<file path="src/rtl/imem_loader_pkg.sv">
// rtl/imem_loader_pkg.sv - shared state encoding and frame constants for the imem loader
package imem_loader_pkg;

  typedef enum logic [2:0] {
    ST_IDLE,
    ST_LEN0,
    ST_LEN1,
    ST_DATA,
    ST_CSUM,
    ST_RUN,
    ST_ERR
  } state_e;

  localparam int BYTES_PER_WORD = 4;
  localparam int LEN_BYTES      = 2;

  // States in which the loader is consuming stream bytes.
  function automatic logic is_rx_state(input state_e s);
    return (s == ST_LEN0) || (s == ST_LEN1) || (s == ST_DATA) || (s == ST_CSUM);
  endfunction

endpackage

</file>
<file path="src/rtl/imem_loader_ram.sv">
// rtl/imem_loader_ram.sv - DEPTH x 32 instruction RAM, sync write, async read, no reset
module imem_ram #(
  parameter int DEPTH  = 64,
  parameter int ADDR_W = $clog2(DEPTH)
) (
  input  logic              clk,
  input  logic              we,
  input  logic [ADDR_W-1:0] waddr,
  input  logic [31:0]       wdata,
  input  logic [ADDR_W-1:0] raddr,
  output logic [31:0]       rdata
);

  logic [31:0] mem_q [DEPTH];

  always_ff @(posedge clk) begin
    if (we) begin
      mem_q[waddr] <= wdata;
    end
  end

  assign rdata = mem_q[raddr];

endmodule

</file>
<file path="src/rtl/imem_loader.sv">
// rtl/imem_loader.sv - byte-stream program loader holding the CPU in reset, plus fetch port
// Optional trailing XOR checksum byte is enabled by defining IMEM_CHECKSUM_EN.
module imem_loader
  import imem_loader_pkg::*;
#(
  parameter int DEPTH  = 64,
  parameter int ADDR_W = $clog2(DEPTH)
) (
  input  logic        clk,
  input  logic        reset,
  input  logic        load_start,
  input  logic [7:0]  rx_data,
  input  logic        rx_valid,
  output logic        rx_ready,
  input  logic [31:0] pc,
  output logic [31:0] instr,
  output logic        cpu_reset,
  output logic        load_done,
  output logic        load_err
);

  localparam logic [ADDR_W:0] WORD_ONE = {{ADDR_W{1'b0}}, 1'b1};

`ifdef IMEM_CHECKSUM_EN
  localparam state_e PAYLOAD_DONE = ST_CSUM;
`else
  localparam state_e PAYLOAD_DONE = ST_RUN;
`endif

  state_e          state_q, state_d;
  logic [7:0]      len_lo_q, len_lo_d;
  logic [ADDR_W:0] len_q, len_d;
  logic [ADDR_W:0] word_cnt_q, word_cnt_d;
  logic [1:0]      byte_cnt_q, byte_cnt_d;
  logic [23:0]     word_buf_q, word_buf_d;
`ifdef IMEM_CHECKSUM_EN
  logic [7:0]      csum_q, csum_d;
`endif

  logic            accept;
  logic [15:0]     len_full;
  logic            ram_we;
  logic [31:0]     ram_wdata;
  logic            unused_pc_bits;

  assign accept    = rx_valid & rx_ready;
  assign len_full  = {rx_data, len_lo_q};
  assign ram_wdata = {rx_data, word_buf_q};

  always_comb begin
    state_d    = state_q;
    len_lo_d   = len_lo_q;
    len_d      = len_q;
    word_cnt_d = word_cnt_q;
    byte_cnt_d = byte_cnt_q;
    word_buf_d = word_buf_q;
`ifdef IMEM_CHECKSUM_EN
    csum_d     = csum_q;
`endif
    ram_we     = 1'b0;

    // A restart wins over any byte arriving on the same edge.
    if (load_start) begin
      state_d    = ST_LEN0;
      word_cnt_d = '0;
      byte_cnt_d = '0;
`ifdef IMEM_CHECKSUM_EN
      csum_d     = '0;
`endif
    end else if (accept) begin
      case (state_q)
        ST_LEN0: begin
          len_lo_d = rx_data;
          state_d  = ST_LEN1;
        end
        ST_LEN1: begin
          len_d = len_full[ADDR_W:0];
          if (len_full > 16'(DEPTH)) begin
            state_d = ST_ERR;
          end else if (len_full == 16'd0) begin
            state_d = PAYLOAD_DONE;
          end else begin
            state_d = ST_DATA;
          end
        end
        ST_DATA: begin
`ifdef IMEM_CHECKSUM_EN
          csum_d = csum_q ^ rx_data;
`endif
          byte_cnt_d = byte_cnt_q + 2'd1;
          case (byte_cnt_q)
            2'd0:    word_buf_d[7:0]   = rx_data;
            2'd1:    word_buf_d[15:8]  = rx_data;
            2'd2:    word_buf_d[23:16] = rx_data;
            default: word_buf_d        = word_buf_q;
          endcase
          if (byte_cnt_q == 2'(BYTES_PER_WORD - 1)) begin
            ram_we     = 1'b1;
            word_cnt_d = word_cnt_q + WORD_ONE;
            if ((word_cnt_q + WORD_ONE) == len_q) begin
              state_d = PAYLOAD_DONE;
            end
          end
        end
`ifdef IMEM_CHECKSUM_EN
        ST_CSUM: begin
          state_d = (rx_data == csum_q) ? ST_RUN : ST_ERR;
        end
`endif
        default: state_d = state_q;
      endcase
    end
  end

  always_ff @(posedge clk) begin
    if (reset) begin
      state_q    <= ST_IDLE;
      len_lo_q   <= '0;
      len_q      <= '0;
      word_cnt_q <= '0;
      byte_cnt_q <= '0;
      word_buf_q <= '0;
`ifdef IMEM_CHECKSUM_EN
      csum_q     <= '0;
`endif
    end else begin
      state_q    <= state_d;
      len_lo_q   <= len_lo_d;
      len_q      <= len_d;
      word_cnt_q <= word_cnt_d;
      byte_cnt_q <= byte_cnt_d;
      word_buf_q <= word_buf_d;
`ifdef IMEM_CHECKSUM_EN
      csum_q     <= csum_d;
`endif
    end
  end

  // Handshake and CPU control decode from state alone, never from rx_valid.
  assign rx_ready  = is_rx_state(state_q);
  assign cpu_reset = (state_q != ST_RUN);
  assign load_done = (state_q == ST_RUN);
  assign load_err  = (state_q == ST_ERR);

  assign unused_pc_bits = ^{pc[31:ADDR_W+2], pc[1:0]};

  imem_ram #(
    .DEPTH (DEPTH),
    .ADDR_W(ADDR_W)
  ) u_ram (
    .clk  (clk),
    .we   (ram_we),
    .waddr(word_cnt_q[ADDR_W-1:0]),
    .wdata(ram_wdata),
    .raddr(pc[ADDR_W+1:2]),
    .rdata(instr)
  );

endmodule

</file>
<file path="config.mk">
export PLATFORM = sky130hd
export DESIGN_NAME = imem_loader
export DESIGN_NICKNAME = d
export VERILOG_FILES = /design/src/rtl/imem_loader_pkg.sv /design/src/rtl/imem_loader_ram.sv /design/src/rtl/imem_loader.sv
export SDC_FILE = /design/constraint.sdc
export NUM_CORES = 2
export LEC_CHECK = 0
export BUFFER_PORTS_ARGS = -buffer_cell sky130_fd_sc_hd__buf_2
export CORE_ASPECT_RATIO = 2
export CORE_MARGIN = 5
export CORE_UTILIZATION = 25
export DETAILED_ROUTE_END_ITERATION = 12
export PLACE_DENSITY_LB_ADDON = 0.1
export SYNTH_ARGS = -nofsm -noshare
export SYNTH_HDL_FRONTEND = slang
export SYNTH_HIERARCHICAL = 1
export SYNTH_SLANG_ARGS = --single-unit
</file>
<file path="constraint.sdc">
create_clock -name clk -period 5.85 [get_ports clk]
set_clock_uncertainty 0.2 [all_clocks]
set_input_delay 0.2925 -clock clk [delete_from_list [all_inputs] [get_ports clk]]
set_output_delay 0.2925 -clock clk [all_outputs]
set_load 0.02 [all_outputs]
</file>
# --- Word level (Yosys, flattened, before mapping) ---
# Memory sizes are Yosys's and may differ from the RTL's.
# Index checks and enable logic that the tools add are counted.
word_totals:
  ff_bits: 51
  mem_bits_rw: 2048
  inputBits: 44
  output_inout_bits: 36
  wordCells: 61
  n_memories: 1
memory_table:
  columns: ["memory", "words", "width", "rd", "rd_clocked_by_memory_dff", "write_ports", "line", "text"]
  rows:
  - ["u_ram.mem_q", 64, 32, 1, 0, 1, "imem_loader_ram.sv:14", "logic [31:0] mem_q [DEPTH];"]
op_classes:
  add_sub_neg: 2
  n_lt_le_gt_ge: 1
  n_eq_ne: 15
  muxes: 13
  n_bitwise: 2
  n_reduce_logical: 18
op_table:
  columns: ["op", "n"]
  rows:
  - ["$reduce_and 4->1", 5]
  - ["$gt 16x7->1 const B", 1]
  - ["$logic_not 16->1", 1]
  - ["$mux 3", 4]
  - ["$eq 3x3->1 const B", 3]
  - ["$ne 3x3->1 const B", 3]
  - ["$pmux 3 s3", 1]
  - ["$reduce_and 3->1", 3]
  - ["$mux 1", 8]
  - ["$add 7x1->7 const B", 1]
  - ["$eq 7x7->1", 1]
  - ["$eq 3x2->1 const B", 2]
  - ["$eq 2x2->1 const B", 2]
  - ["$ne 2x2->1 const B", 2]
  - ["$reduce_bool 4->1", 1]
  - ["$eq 3x1->1 const B", 1]
  - ["$logic_or 1x1->1", 3]
  - ["$reduce_bool 3->1", 1]
  - ["$add 2x1->2 const B", 1]
  - ["$eq 2x1->1 const B", 1]
  - ["$logic_not 2->1", 1]
  - ["$reduce_and 2->1", 1]
  - ["$reduce_bool 2->1", 1]
  - ["$reduce_or 2->1", 1]
  - ["other kinds (2)", 2]

# --- Depth between registers and ports, before layout ---
depth:
  depth_word: 9
  ltp_mapped: 10
  depth_no_buf: 6

# --- Hierarchy ---
# Netlist, hierarchy kept.
by_module_without_submodules:
  columns: ["module", "instances", "cells_each", "area_each_um2", "seq_area_each_um2"]
  rows:
  - ["imem_ram", 1, 3292, 77874.7, 61499.0]
  - ["imem_loader", 1, 262, 2378.5, 1021.0]

# --- Worst setup path after synthesis ---
# No wires, ideal clock.
synth_path:
  path_type: "reg-to-reg"
  start: "reg state_q[2]"
  end: "mem u_ram.mem_q[48][0] (enable)"
  setup_ns: 0.461
  arrival_time_ns: 3.557
  required_ns: 5.189
  path_slack_ns: 1.632
  path_stages_with_launch: 7
  synth_period_minus_slack_ns: 4.218
  cell_sequence: "dfxtp_1 -> and4b_2 -> buf_2 -> and3_1 -> nor2b_1 -> nand4b_1 -> nor3_1"
synth_between:
  elab_chain_len: 9
synth_rtl:
  columns: ["item", "line", "text"]
  rows:
  - ["start: declaration", "imem_loader.sv:30", "state_e state_q, state_d;"]
  - ["start signal: assignment", "imem_loader.sv:127", "state_q <= state_d;"]
  - ["$eq 3x1->1 or $eq 3x2->1 (tied branches)", "imem_loader_pkg.sv:19", "return (s == ST_LEN0) || (s == ST_LEN1) || (s == ST_DATA) || (s == ST_CSUM);"]
  - ["$logic_or 1x1->1 (3 in series)", "imem_loader_pkg.sv:19", null]
  - ["$and 1x1->1", "imem_loader.sv:46", "assign accept = rx_valid & rx_ready;"]
  - ["$mux 1 (*)", "imem_loader.sv:70", "end else if (accept) begin"]
  - ["$mux 1 (*)", "imem_loader.sv:63", "if (load_start) begin"]
  - ["named net ram_we", "imem_loader.sv:42", "logic ram_we;"]
  - ["$mux 1 (*)", "imem_loader_ram.sv:17", "if (we) begin"]
  - ["$mux 1 (not written as such) (*)", "imem_loader_ram.sv:18", "mem_q[waddr] <= wdata;"]
  - ["end: declaration", "imem_loader_ram.sv:14", null]
# Mark *: on every way through the listed nets, which the timed path passes. The rest lies on a longest branch.

# --- Final worst setup path ---
layout_path:
  start: "reg state_q[1]"
  end: "mem u_ram.mem_q[14][23] (enable)"
# The elaborated chain is that of the path after synthesis.

==> summary.md <==
| Metric | Value |
|---|---|
| # fillers | 31200 |
| Final std cells w/o fill | 8122 |
| Clock network power share | 42.1% |
| Startpoint Class | register |
| M3 GR Usage | 1.98% |
| First-pass GRT wire length | 358000 um |
| Pwr Density | 322 nW/um^2 |
| CP required | 6.19 ns |
| Synth cell types | 57 |
| Final Hold Fails | 0 |
| Final GP Congestion | 0.718 |
| Chip Height | 811 um |
| Ys Warns | 6 |
| R2R setup slack | 1.55 ns |
| DR pass1 iterations | 5 |
| Worst skew pair latency | 0.85 ns |
| Cts bufs inserted | 200 |
| Tmin final | 4.30 ns |
| Most used routing layer | met2 |
| Slew margin rel. | 24.3% |
| Core ar. | 320000 sq um |
| Setup crit end | u_ram/mem_q[14][23] |
| Tcrit/Tclk final | 73.5% |
| Vias in the first global route | 40800 |
| Setup repair bufs after CTS | 0 |
| Initial Util | 25.1% |
| TNS Setup | 0 ns |
| GR Util All Layers | 15.6% |
| Clk buf depth | 4 |
| Crit path kind | reg2reg |
| WL final | 264000 um |
| M2 GR Usage | 29.4% |
| Reg clk slew, reported paths | 0.06 ns |
| RSZ-0062 raised after global routing | false |
| Worst-path fanout max | 19 |
| Syn nets | 3603 |
| Number of port buffers | 53 |
| Leakage | 0.0297 uW |
| Net Sw Power | 6520 uW |
| Actual slew at the worst max-slew pin | 1.13 ns |
| Final Total Pwr | 30100 uW |
| Post-synth EDFFs | 2048 |
| Slowest-stage cell, CP | nor2_4 |
| Total Nets Final | 3861 |
| Fmax | 233 MHz |
| Post-CTS sizing | 0 |
| Max Cap Violations | 0 |
| Via count | 37600 |
| Layout cells sized above 1 | 29.1% |
| Largest net degree at the start of global routing | 74 |
| H-tree level count | 4 |
| I/O pin count | 80 |
| Dpl cells | 7743 |
| FF-to-FF End | u_ram/mem_q[14][23] |
| Synthesized flop and latch total | 2099 |
| DP Area | 87100 sq um |
| Grt total ovfl | 0 |
| Post-route cell area | 93300 sq um |
| Vias per cell | 4.63 |
| Cell Rows | 294 |
| Met1 Use GR | 18.0% |
| CTS tree | yes |
| Peak VDD IR | 0.000249 V |
| Combinational cell fraction of total power | 3.7% |
| Cells on worst reg2reg path | 6 |
| WP data arrival | 4.64 ns |
| Top_reg_cell synth | edfxtp_1 |
| Die area | 333000 sq um |
| Post-DP HPWL | 156000 um |
| Post-DRT Antenna Nets | 0 |
| Drt drc | 0 |
| Setup violators final | 0 |
| DR iter-0 viols | 2841 |
| Die width | 411 um |
| Worst Setup SP | state_q[1] |
| Switch share | 21.7% |
| Hold Path Class | in2reg |
| Area growth syn-to-layout | 16.3% |
| Critical Path Max Stage Delay | 0.99 ns |
| Clock tree sinks | 2099 |
| WL per Instance | 32.5 um |
| Pint | 23600 uW |
| Status | completed |
| Syn Area/Cell | 22.6 sq um |
| Util after Layout | 29.2% |
| Root buffer cell | clkbuf_16 |
| Seq/Total Area, Yosys | 77.9% |
| Final Max Slew Viols | 0 |
| Post-Syn Instances | 3554 |
| Post-Syn Area | 80300 sq um |
| Sequential Power Share | 54.2% |
| Initial antenna violation count | 19 |
| Critical Path, Cell by Cell | and4b_2, and3_1, nor2b_1, nand3_1, nor2_4, buf_4 |
| Fraction of registers with async set/reset | 0% |
| Element type at the critical path end | register |
| Reg2reg start | state_q[1] |
==> power by group through the flow <==
stage | sequential, uW | clock [uW] | combinational, uW
CTS | 16300 | 13100 | 1170
global route | 16300 | 13600 | 1190
detailed placement | 16600 | 0 | 1160
finish | 16300 | 12700 | 1120
global placement | 16600 | 0 | 1160
floorplan | 16600 | 0 | 582
==> per-stage QoR <==
step | hold slack, ns | setup slack, ns
5_1_grt | 0.213 | 1.40
3_5_place_dp | 0.273 | 1.48
2_1_floorplan | 0.191 | 1.63
3_3_place_gp | 0.264 | 1.50
6_report | 0.182 | 1.55
4_1_cts | 0.155 | 1.48
==> what timing repair did <==
| item | 4_1_cts | 5_1_grt |
|---|---|---|
| hold buffers | 11 | 0 |
| endpoints found under the hold margin | 243 | 0 |
| setup endpoints to repair | 0 | 0 |
==> state kept, by name, indices dropped and copies added (netlist names) <==
register,flops
u_ram/mem_q,2048
word_buf_q,24
len_lo_q,8
len_q,7
word_cnt_q,7
state_q,3
byte_cnt_q,2
==> critical path: cells and delay by family, from the launching register on <==
family | cells | cell delay, ns
simple gates | 5 | 2.85
flops | 1 | 0.56
buf+inv | 1 | 0.32
==> worst min-delay path by stage <==
stage | start | depth (start not counted) | endpoint | slack (ns)
2_1_floorplan | rx_data[0] | 0 | u_ram/mem_q[0][24] | 0.19
3_3_place_gp | word_buf_q[23] | 2 | word_buf_q[23] | 0.26
3_5_place_dp | len_lo_q[2] | 2 | len_lo_q[2] | 0.27
4_1_cts | rx_data[1] | 4 | len_lo_q[1] | 0.16
5_1_grt | rx_data[1] | 2 | u_ram/mem_q[26][25] | 0.21
6_report | rx_data[1] | 4 | len_lo_q[1] | 0.18
==> metal layers <==
metal	share of wire [%]	vias to the layer above
met5	0.0064	-
met4	3.9	2
met3	3.4	328
met2	55	759
met1	38	21000
li1	-	15600
==> cell type report <==
type                    instances  area (sq um)  area share [%]
clock buffers                 250          5280            5.66
flip-flops and latches       2099         62600            67.1
diodes                         13          32.5          0.0349
repair buffers                256          2200            2.36
clock inverters               105           795           0.851
inverters                       5          18.8          0.0201
well taps                    4144          5180            5.56
multi-input cells            1250         17200            18.5
==> synth_stat cells, types with 4 or more instances <==
library cell	count	share of area, %
a21oi_1	75	0.47
a22oi_1	13	0.12
a311oi_1	9	0.098
a41o_1	4	0.050
and3_1	8	0.062
buf_1	22	0.10
buf_2	63	0.39
buf_4	28	0.26
buf_6	6	0.084
clkbuf_1	80	0.37
dfxtp_1	51	1.3
edfxtp_1	2048	77
ha_1	5	0.078
inv_1	5	0.023
mux2i_1	125	1.6
mux4_2	544	15
nand2_1	43	0.20
nand2b_1	12	0.094
nand3_1	16	0.10
nand3b_1	9	0.084
nand4_1	5	0.039
nor2_1	183	0.86
nor2b_1	16	0.12
nor3_1	10	0.062
o221ai_1	27	0.29
o22ai_1	85	0.66
o32ai_1	4	0.044
xnor2_1	11	0.12
xor2_1	6	0.065
==> logic make-up after synthesis <==
family                   synth area share, %
buffers and inverters                   1.25
XOR/XNOR                               0.186
flip-flops                              77.9
adder cells (fa/ha/maj)               0.0780
multiplexers                            16.8
AO/OA/AOI/OAI                           1.85
AND/OR/NAND/NOR                         1.91
==> layout by cell type, fill, tap and decap left out, drive strengths merged, types with 16 or more instances in the layout <==
cell and n:
edfxtp 2048, mux4 544, clkbuf 250, buf 245, nor2 184, mux2i 125
clkinv 89, o22ai 85, a21oi 75, dfxtp 51, nand2 43, o221ai 27
nor2b 16, nand3 16
Power figures use the tool's default switching activity.
